==> config.mk <==
export PLATFORM = sky130hd
export DESIGN_NAME = stream_comp_invoke_flat
export DESIGN_NICKNAME = d
export VERILOG_FILES = /design/src/rtl/stream_comp_invoke_if.sv /design/src/rtl/stream_comp_invoke.sv /design/src/flat_wrapper.sv
export SDC_FILE = /design/constraint.sdc
export NUM_CORES = 1
export LEC_CHECK = 0
export BUFFER_PORTS_ARGS = -buffer_cell sky130_fd_sc_hd__buf_2
export CAP_MARGIN = 30
export CORE_ASPECT_RATIO = 0.8
export CORE_MARGIN = 2
export CORE_UTILIZATION = 54
export DETAILED_ROUTE_END_ITERATION = 8
export PLACE_DENSITY = 0.85
export SYNTH_ARGS = -nofsm -noshare
export SYNTH_HDL_FRONTEND = slang
export SYNTH_SLANG_ARGS = --single-unit
==> constraint.sdc <==
create_clock -name clk -period 4.1 [get_ports clk]
set_input_delay 0.205 -clock clk [delete_from_list [all_inputs] [get_ports clk]]
set_output_delay 0.205 -clock clk [all_outputs]
set_load 0.02 [all_outputs]
==> src/rtl/stream_comp_invoke_if.sv <==
// Firing-side bus of the stream_comp actor: scheduler handshake, input FIFO reads, output FIFO write.
// No latency of its own; pure signal bundle.
// No backpressure: reads and writes rely on the enable module having checked FIFO occupancy.
interface stream_comp_invoke_if #(
  parameter int width = 16
);
  logic             invoke;
  logic [1:0]       next_mode_in;
  logic             rd_data;
  logic             rd_length;
  logic             rd_command;
  logic [width-1:0] data_in;
  logic [width-1:0] length_in;
  logic [width-1:0] command_in;
  logic             wr_out;
  logic [width-1:0] data_out;
  logic             FC;
  logic [1:0]       next_mode_out;

  // Scheduler / FIFO side
  modport master (
    output invoke, next_mode_in, data_in, length_in, command_in,
    input  rd_data, rd_length, rd_command, wr_out, data_out, FC, next_mode_out
  );

  // Firing block side
  modport slave (
    input  invoke, next_mode_in, data_in, length_in, command_in,
    output rd_data, rd_length, rd_command, wr_out, data_out, FC, next_mode_out
  );
endinterface

==> src/rtl/stream_comp_invoke.sv <==
// Invoke block of stream_comp: runs one SETUP_COMP / COMP / OUTPUT firing per invoke pulse.
// Latency: SETUP_COMP FC at cycle size+2, COMP at size+1, OUTPUT and invalid mode at cycle 1.
// No backpressure; invoke is dropped while busy. STREAM_COMP_SATURATE_EN selects clamping add/sub.
module stream_comp_invoke #(
  parameter int size  = 3,
  parameter int width = 16
) (
  input logic                 clk,
  input logic                 rst,
  stream_comp_invoke_if.slave bus
);
  localparam int CW = $clog2(size + 1);
  localparam int IW = (size > 1) ? $clog2(size) : 1;
  localparam logic [CW-1:0] SIZE_C = CW'(size);
  localparam logic [CW-1:0] LAST_C = CW'(size - 1);

  localparam logic [1:0] MODE_SETUP  = 2'b00;
  localparam logic [1:0] MODE_COMP   = 2'b01;
  localparam logic [1:0] MODE_OUTPUT = 2'b10;

  typedef enum logic [2:0] {IDLE, SETUP_RD, COMP_RUN, OUT_WR, DONE} state_t;

  state_t                  state_q;
  logic [CW-1:0]           cnt_q;
  logic                    rd_q;
  logic                    wr_q;
  logic [width-1:0]        dout_q;
  logic                    fc_q;
  logic [1:0]              nm_q;
  logic signed [width-1:0] acc_q;
  logic [width-1:0]        d_q [size];
  logic [width-1:0]        l_q [size];
  logic [width-1:0]        c_q [size];

  logic [IW-1:0]           elem_idx;
  logic [CW-1:0]           cnt_m1;
  logic [IW-1:0]           cap_idx;
  logic signed [width-1:0] d_sel;
  logic signed [width-1:0] acc_arith;
  logic signed [width-1:0] acc_d;
  logic                    unused_cmd_hi;

  assign elem_idx = cnt_q[IW-1:0];
  assign cnt_m1   = cnt_q - 1'b1;
  assign cap_idx  = cnt_m1[IW-1:0];

`ifdef STREAM_COMP_SATURATE_EN
  localparam logic signed [width-1:0] SMAX = {1'b0, {(width-1){1'b1}}};
  localparam logic signed [width-1:0] SMIN = {1'b1, {(width-1){1'b0}}};
  logic [width:0] sum_w;

  // Add/sub one guard bit wide, then clamp when the guard and sign bits disagree
  always_comb begin
    sum_w = '0;
    if (c_q[elem_idx][0]) sum_w = {acc_q[width-1], acc_q} - {d_sel[width-1], d_sel};
    else                  sum_w = {acc_q[width-1], acc_q} + {d_sel[width-1], d_sel};
    if (sum_w[width] != sum_w[width-1]) acc_arith = sum_w[width] ? SMIN : SMAX;
    else                                acc_arith = sum_w[width-1:0];
  end
`else
  // Add/sub wrapping modulo 2^width
  always_comb begin
    acc_arith = '0;
    if (c_q[elem_idx][0]) acc_arith = acc_q - d_sel;
    else                  acc_arith = acc_q + d_sel;
  end
`endif

  // Fold of the current element into the accumulator; zero length skips it
  always_comb begin
    d_sel = d_q[elem_idx];
    acc_d = acc_q;
    if (l_q[elem_idx] != '0) begin
      case (c_q[elem_idx][1:0])
        2'b10:   acc_d = (d_sel > acc_q) ? d_sel : acc_q;
        2'b11:   acc_d = (d_sel < acc_q) ? d_sel : acc_q;
        default: acc_d = acc_arith;
      endcase
    end
  end

  // Only the two low command bits select an operation; the rest are carried but unused
  always_comb begin
    unused_cmd_hi = 1'b0;
    for (int i = 0; i < size; i++) unused_cmd_hi = unused_cmd_hi ^ (^c_q[i][width-1:2]);
  end

  // Firing FSM with registered strobes, FC and next mode
  always_ff @(posedge clk) begin
    if (rst) begin
      state_q <= IDLE;
      cnt_q   <= '0;
      rd_q    <= 1'b0;
      wr_q    <= 1'b0;
      dout_q  <= '0;
      fc_q    <= 1'b0;
      nm_q    <= MODE_SETUP;
      acc_q   <= '0;
      for (int i = 0; i < size; i++) begin
        d_q[i] <= '0;
        l_q[i] <= '0;
        c_q[i] <= '0;
      end
    end else begin
      fc_q   <= 1'b0;
      wr_q   <= 1'b0;
      dout_q <= '0;
      case (state_q)
        IDLE: begin
          if (bus.invoke) begin
            cnt_q <= '0;
            case (bus.next_mode_in)
              MODE_SETUP: begin
                state_q <= SETUP_RD;
                rd_q    <= 1'b1;
                acc_q   <= '0;
              end
              MODE_COMP: state_q <= COMP_RUN;
              MODE_OUTPUT: begin
                state_q <= OUT_WR;
                wr_q    <= 1'b1;
                dout_q  <= acc_q;
                fc_q    <= 1'b1;
                nm_q    <= MODE_SETUP;
              end
              default: begin
                state_q <= DONE;
                fc_q    <= 1'b1;
                nm_q    <= MODE_SETUP;
              end
            endcase
          end
        end
        SETUP_RD: begin
          // cnt_q tracks the strobe index issued last cycle; its data is on the bus now
          cnt_q <= cnt_q + 1'b1;
          rd_q  <= (cnt_q < LAST_C);
          if (cnt_q != '0) begin
            d_q[cap_idx] <= bus.data_in;
            l_q[cap_idx] <= bus.length_in;
            c_q[cap_idx] <= bus.command_in;
          end
          if (cnt_q == SIZE_C) begin
            state_q <= DONE;
            fc_q    <= 1'b1;
            nm_q    <= MODE_COMP;
          end
        end
        COMP_RUN: begin
          acc_q <= acc_d;
          cnt_q <= cnt_q + 1'b1;
          if (cnt_q == LAST_C) begin
            state_q <= DONE;
            fc_q    <= 1'b1;
            nm_q    <= MODE_OUTPUT;
          end
        end
        default: state_q <= IDLE;
      endcase
    end
  end

  assign bus.rd_data       = rd_q;
  assign bus.rd_length     = rd_q;
  assign bus.rd_command    = rd_q;
  assign bus.wr_out        = wr_q;
  assign bus.data_out      = dout_q;
  assign bus.FC            = fc_q;
  assign bus.next_mode_out = nm_q;
endmodule
==> src/flat_wrapper.sv <==
// flat-port wrapper written by rule: the top's interface ports become plain ports
module stream_comp_invoke_flat 
#(
  parameter int size  = 3,
  parameter int width = 16
)
  (clk, rst, bus_invoke, bus_next_mode_in, bus_data_in, bus_length_in, bus_command_in, bus_rd_data, bus_rd_length, bus_rd_command, bus_wr_out, bus_data_out, bus_FC, bus_next_mode_out);
  stream_comp_invoke_if #(.width(width)) bus_i ();
  input logic clk;
  input logic rst;
  input wire logic [$bits(bus_i.invoke)-1:0] bus_invoke;
  input wire logic [$bits(bus_i.next_mode_in)-1:0] bus_next_mode_in;
  input wire logic [$bits(bus_i.data_in)-1:0] bus_data_in;
  input wire logic [$bits(bus_i.length_in)-1:0] bus_length_in;
  input wire logic [$bits(bus_i.command_in)-1:0] bus_command_in;
  output wire logic [$bits(bus_i.rd_data)-1:0] bus_rd_data;
  output wire logic [$bits(bus_i.rd_length)-1:0] bus_rd_length;
  output wire logic [$bits(bus_i.rd_command)-1:0] bus_rd_command;
  output wire logic [$bits(bus_i.wr_out)-1:0] bus_wr_out;
  output wire logic [$bits(bus_i.data_out)-1:0] bus_data_out;
  output wire logic [$bits(bus_i.FC)-1:0] bus_FC;
  output wire logic [$bits(bus_i.next_mode_out)-1:0] bus_next_mode_out;
  assign bus_i.invoke = bus_invoke;
  assign bus_i.next_mode_in = bus_next_mode_in;
  assign bus_i.data_in = bus_data_in;
  assign bus_i.length_in = bus_length_in;
  assign bus_i.command_in = bus_command_in;
  assign bus_rd_data = bus_i.rd_data;
  assign bus_rd_length = bus_i.rd_length;
  assign bus_rd_command = bus_i.rd_command;
  assign bus_wr_out = bus_i.wr_out;
  assign bus_data_out = bus_i.data_out;
  assign bus_FC = bus_i.FC;
  assign bus_next_mode_out = bus_i.next_mode_out;
  stream_comp_invoke #(.size(size), .width(width)) u_core (.clk(clk), .rst(rst), .bus(bus_i));
endmodule
==> results of run 1 <==
[how the worst max path moves through the flow]
stage	startpoint	end	slack, ps	cells past startpoint
3_5_place_dp	flip-flop	u_core.acc_q[15]$_SDFFE_PP0P_	210	13
2_1_floorplan	flip-flop	u_core.acc_q[7]$_SDFFE_PP0P_	260	15
4_1_cts	flip-flop	u_core.acc_q[15]$_SDFFE_PP0P_	160	13
3_3_place_gp	flip-flop	u_core.acc_q[15]$_SDFFE_PP0P_	280	13
5_1_grt	flip-flop	u_core.acc_q[12]$_SDFFE_PP0P_	8	11
6_report	flip-flop	u_core.acc_q[12]$_SDFFE_PP0P_	270	11
[registers in the layout, summed over array words and instances, names as in the netlist, named ones only]
name / flops
u_core.acc_q: 16
u_core.bus.FC: 1
u_core.bus.data_out: 16
u_core.bus.next_mode_out: 2
u_core.bus.rd_command: 1
u_core.bus.wr_out: 1
u_core.c_q: 8
u_core.cnt_q: 2
u_core.d_q: 64
u_core.l_q: 64
u_core.state_q: 3
[metrics by stage]
stage	utilization (%)	power, µW	setup WS, ps	hold slack, ps
after detailed placement	59.7	3060	208	417
after CTS	65.2	4680	161	0.140
after floorplan	-	2820	258	304
final	65.3	4690	271	18.0
after global placement	59.7	3040	285	414
after global routing	65.3	4870	7.59	7.83
[repair_timing]
action | in CTS | in global routing
endpoints found under the setup margin | 0 | 10
buffers inserted | 0 | 2
endpoints found under the hold margin | 31 | 0
resized for setup | 0 | 0
hold buffers | 31 | 0
[report_power, final]
group	total, µW	switching [µW]	internal [µW]	leakage [µW]
sequential	2110	61.6	2050	0.00174
clock	1600	745	856	0.000280
combinational	979	593	386	0.00248
total	4690	1400	3290	0.00450
[kinds of logic (layout without fill, tap and decap cells)]
group / count (synthesis) / in the layout / synth area share (%)
simple gates: 270 / 270 / 17.0
flops: 180 / 180 / 55.8
compound gates: 130 / 130 / 9.96
buf+inv: 88 / 182 / 4.02
fa+ha+maj: 44 / 44 / 6.36
mux: 24 / 24 / 5.29
xor+xnor: 16 / 16 / 1.57
other cells: 1 / 34 / 0.0421
[routing by layer]
layer	wire [µm]	GRT usage, %	up-vias
met3	1810	4.98	30
met2	9250	36.5	343
met5	0	0	-
met1	9000	34.8	3096
met4	304	7.09	0
li1	-	-	3012
[area by class of cell]
type / count / area (µm²)
clock buffer: 18 / 429
clock inverter: 14 / 143
fill: 1147 / 5540
inverter: 39 / 146
multi-input combinational: 518 / 3700
sequential: 180 / 4960
tap: 215 / 269
timing repair buffer: 111 / 758
[cell usage in the layout, fill, tap and decap left out, types with 17 or more instances in the layout]
master and n:
nor3_1 18, nor2_1 38, buf_4 19, edfxtp_1 136, conb_1 34, nand2_1 26, a21oi_1 38, ha_1 42
buf_2 61, dfxtp_1 44, mux4_2 18, o21ai_0 23, and3_1 106, clkbuf_16 17, nor4_1 22, dlygate4sd3_1 31
inv_1 38
[worst max-delay path, delay by kind of cell (launching register included)]
family / cells / cell delay, ps
fa+ha+maj: 1 / 470
mux: 1 / 620
flops: 1 / 480
buf+inv: 1 / 250
compound gates: 6 / 1580
simple gates: 2 / 360
==> flow_metrics.tcl, run 1 <==
set metrics [dict create \
    finalClockSkew_ps 12.6 \
    yosys_most_used_dff "edfxtp_1" \
    fin_tns_setup_ps 0 \
    final.period_utilization_pct 93.4 \
    grt_max_degree 103 \
    track_usage_pct 23.9 \
    synth.most_common_cell "edfxtp_1" \
    grt-ovfl-total 0 \
    post_layout_nonfiller_instances 1095 \
    cts_buffers 17 \
    final-hold-violation-count 0 \
    hold_class "in -> reg" \
    fmax_mhz 261 \
    maxSlewHeadroom_pct 46.1 \
    outcome "finished, final reports clean" \
    cts_tree "yes" \
    row_count 41 \
    ys_top_cells_by_count "edfxtp_1 (136), and3_1 (106), dfxtp_1 (44)" \
    path_cells "buf_4 > mux4_2 > fa_1 > nor2b_1 > o311ai_1 > a21oi_1 > a221oi_1 > o21ai_0 > and3_1 > a211oi_1 > a32o_1" \
    synthArstFlopShare_pct 0 \
    critical_path_class "reg -> reg" \
    worst_slew_pin_slew_ps 808 \
    power.density_mw_per_mm2 450 \
    dp_cells 1030 \
    rrSetupSlack_ps 270 \
    yosysWarnings 0 \
    numClockSinks 180 \
    dieArea_mm2 0.0175 \
    cts_buffer_depth 2 \
    cp-start-kind "flip-flop" \
    htreeDepth 4 \
    cp.arrival_ps 4210 \
    synth.distinct_cells 63 \
    path_max_fanout 7 \
    dp_hpwl_um 12600 \
    cpPeakStageDelay_ps 620 \
    hold_depth 1 \
    placed_area_mm2 0.00952 \
    vias_per_cell 5.92 \
    stdcell_area_mm2 0.0104 \
    drt-initial-drc-count 787 \
    rsz0062_at_grt "false" \
    core_area_mm2 0.0160 \
    drive_gt1_share_pct 15.9 \
    netlist_top_cells_area "edfxtp_1 (46%), dfxtp_1 (9.9%), and3_1 (7.5%)" \
    max_cap_violations 0 \
    reg2reg_to "u_core.acc_q[12]$_SDFFE_PP0P_" \
    die_w_um 148 \
    required_ps 4480 \
    ys_ff_latch 180 \
    yosysTopAreaCell "edfxtp_1" \
    syn_area_per_cell_um2 11.8 \
    n_antenna_cell 0 \
    grt_first_pass_wirelength_um 32400 \
    wire_per_inst_um 18.6 \
    ant_nets 0 \
    rr_worst_depth 11 \
    drt-total-wl_um 20400 \
    vias 6481 \
    end_kind "flip-flop" \
    slowest_stage "mux4_2" \
    period_minus_slack_ps 3830 \
    clkTransAtPathRegs_ps 70 \
    drcViolationCount 0 \
    final-setup-viol-count 0 \
    leakagePower_uw 0.00450 \
    antenna_found_initial 0 \
    yosysTopAreaCellShare_pct 45.9 \
    min_from "bus_data_in[12]" \
    ys_seq_area_share_pct 55.8 \
    syn_to_final_growth_pct 17.0 \
    place.gp.congestion 0.941 \
    fin_nets 964 \
    netlist_instances 753 \
    synth_edf_count 136 \
    initial_core_util_pct 55.8 \
    dieHeight_um 119 \
    grt_pass1_vias 6256 \
    place.port_buffers 61 \
    hold_end "u_core.d_q[3][12]$_DFFE_PP_" \
    syn_area_mm2 0.00890 \
    boundaryPins 76 \
    ir_worst_vdd_mv 0.435 \
    clk_latency_ps 440 \
    maxSlewViolCount 0 \
    firstDrtPassIters 5 \
    clockRootBuffer "clkbuf_16" \
]
Note: power is estimated with default switching activity, not from simulation.
==> run 2, diff against run 1 <==
- CORE_UTILIZATION: 54 -> 60
- PLACE_DENSITY: 0.85 -> 0.89
- clock period: 4.1 -> 4.5 ns (I/O delays scaled with it)
==> flow_metrics.tcl, run 2 (synthesized netlist as in run 1, its figures left out) <==
set metrics [dict create \
    reg_top3 "u_core.d_q (64), u_core.l_q (64)" \
    die_w_um 140 \
    critical_path_class "reg -> reg" \
    place.gp.congestion 0.918 \
    outcome "finished with violations" \
    vias_per_cell 6.15 \
    vias 6467 \
    place.port_buffers 61 \
    htreeDepth 4 \
    drive_gt1_share_pct 15.7 \
    n_antenna_cell 0 \
    grt-ovfl-total 0 \
    clkTransAtPathRegs_ps 70 \
    rrSetupSlack_ps 380 \
    grt_pass1_vias 6255 \
    finalClockSkew_ps 16.9 \
    ir_worst_vdd_mv 0.371 \
    setup_ws_ps 383 \
    end_kind "flip-flop" \
    cts_buffers 17 \
    maxSlewHeadroom_pct 49.5 \
    drt-total-wl_um 20600 \
    power.total_uw 4270 \
    track_usage_pct 27.4 \
    dp_hpwl_um 13500 \
    rsz0062_at_grt "false" \
    ctsResizeCount 0 \
    drt-initial-drc-count 919 \
    path_max_fanout 9 \
    worst_slew_pin_slew_ps 758 \
    cts_buffer_depth 2 \
    clockRootBuffer "clkbuf_16" \
    leakagePower_uw 0.00444 \
    cts_setup_buffers 0 \
    firstDrtPassIters 9 \
    cts_tree "yes" \
    final.period_utilization_pct 91.5 \
    violations "design-rule violations" \
    wire_per_inst_um 19.6 \
    dieHeight_um 113 \
    fin_tns_setup_ps 0 \
    p_sw_uw 1290 \
    grt_first_pass_wirelength_um 33100 \
    seq_power_share_pct 45.1 \
    cp.arrival_ps 4500 \
    layout_commonest_cell "edfxtp_1" \
    clock_power_share_pct 34.7 \
    antenna_found_initial 0 \
    numClockSinks 180 \
    ant_nets 0 \
    initial_core_util_pct 61.8 \
    syn_to_final_growth_pct 15.5 \
    final-hold-violation-count 0 \
    grt_max_degree 100 \
    clk_latency_ps 450 \
    placed_area_mm2 0.00946 \
    layout_common_cells "edfxtp_1 (136), and3_1 (106), buf_2 (61)" \
    rr_worst_depth 11 \
    maxSlewViolCount 0 \
    boundaryPins 76 \
    hold_class "in -> reg" \
    required_ps 4880 \
    max_cap_violations 0 \
    p_int_uw 2980 \
    switching_share_pct 30.2 \
    cp-start-kind "flip-flop" \
    cts_hold_buffers 20 \
    dpl_worst_slack_ps 454 \
    fin_nets 951 \
    period_minus_slack_ps 4120 \
    hold_depth 1 \
    fmax_mhz 243 \
    combPwrFrac_pct 20.2 \
    core_area_mm2 0.0144 \
    row_count 39 \
    drcViolationCount 2 \
    final-setup-viol-count 0 \
    stdcell_area_mm2 0.0103 \
    dieArea_mm2 0.0158 \
    power.density_mw_per_mm2 416 \
]
## run 2: cell types whose count changed in the layout (fill, tap and decap cells not counted)
cell and delta:
clkinv_8 +1, dlygate4sd3_1 -8, clkinv_2 -1, clkinvlp_4 +1
buf_4 -5, clkbuf_1 -1
## run 2: layer usage
| layer | GRT usage (%) | routed length (µm) | vias to the layer above |
|---|---|---|---|
| li1 | - | - | 2991 |
| met1 | 38.3 | 8760 | 3118 |
| met2 | 43.6 | 9780 | 320 |
| met3 | 5.46 | 1600 | 38 |
| met4 | 9.09 | 433 | 0 |
| met5 | 0 | 0 | - |
## run 2: worst max-delay path, cell delays in order, from the launching register on
cell      delay, ps
dfxtp_1         710
mux4_2          660
ha_1            270
fa_1            440
nor2b_1         170
o311ai_1        330
a21oi_1         190
a221oi_1        470
o21ai_0         210
and3_1          180
a211oi_1        210
a32o_1          200
## run 2: power by group through the flow
| stage | logic, µW | clock network, µW | registers (µW) |
|---|---|---|---|
| global placement | 797 | 0 | 1950 |
| CTS | 844 | 1480 | 1930 |
| detailed placement | 823 | 0 | 1960 |
| floorplan | 634 | 0 | 1940 |
| global route | 947 | 1550 | 1940 |
| finish | 865 | 1480 | 1930 |
## run 2: final cells by class
cell class	instances	area, µm²
clock buffers	17	425
clock inverters	15	161
fillers	946	4120
inverters	39	146
well taps	184	230
flip-flops and latches	180	4960
repair buffers	98	641
multi-input cells	518	3700
## run 2: path summary, 6_finish.rpt
kind,start,to
worst max-delay path,flip-flop,u_core.acc_q[12]$_SDFFE_PP0P_
worst min-delay path,bus_length_in[14],u_core.l_q[3][14]$_DFFE_PP_
worst max register to register,flip-flop,u_core.acc_q[12]$_SDFFE_PP0P_
worst min register to register,u_core.acc_q[15]$_SDFFE_PP0P_,u_core.bus.data_out[15]$_SDFF_PP0_
## run 2: metrics by stage
step | utilization, % | std cells | hold WS [ps]
after detailed placement | 65.7 | 996 | 436
after global placement | 65.7 | 996 | 438
after floorplan | - | 786 | 324
final | 71.4 | 1051 | 2.98
after CTS | 71.2 | 1048 | 2.20
after global routing | 71.4 | 1051 | 2.77
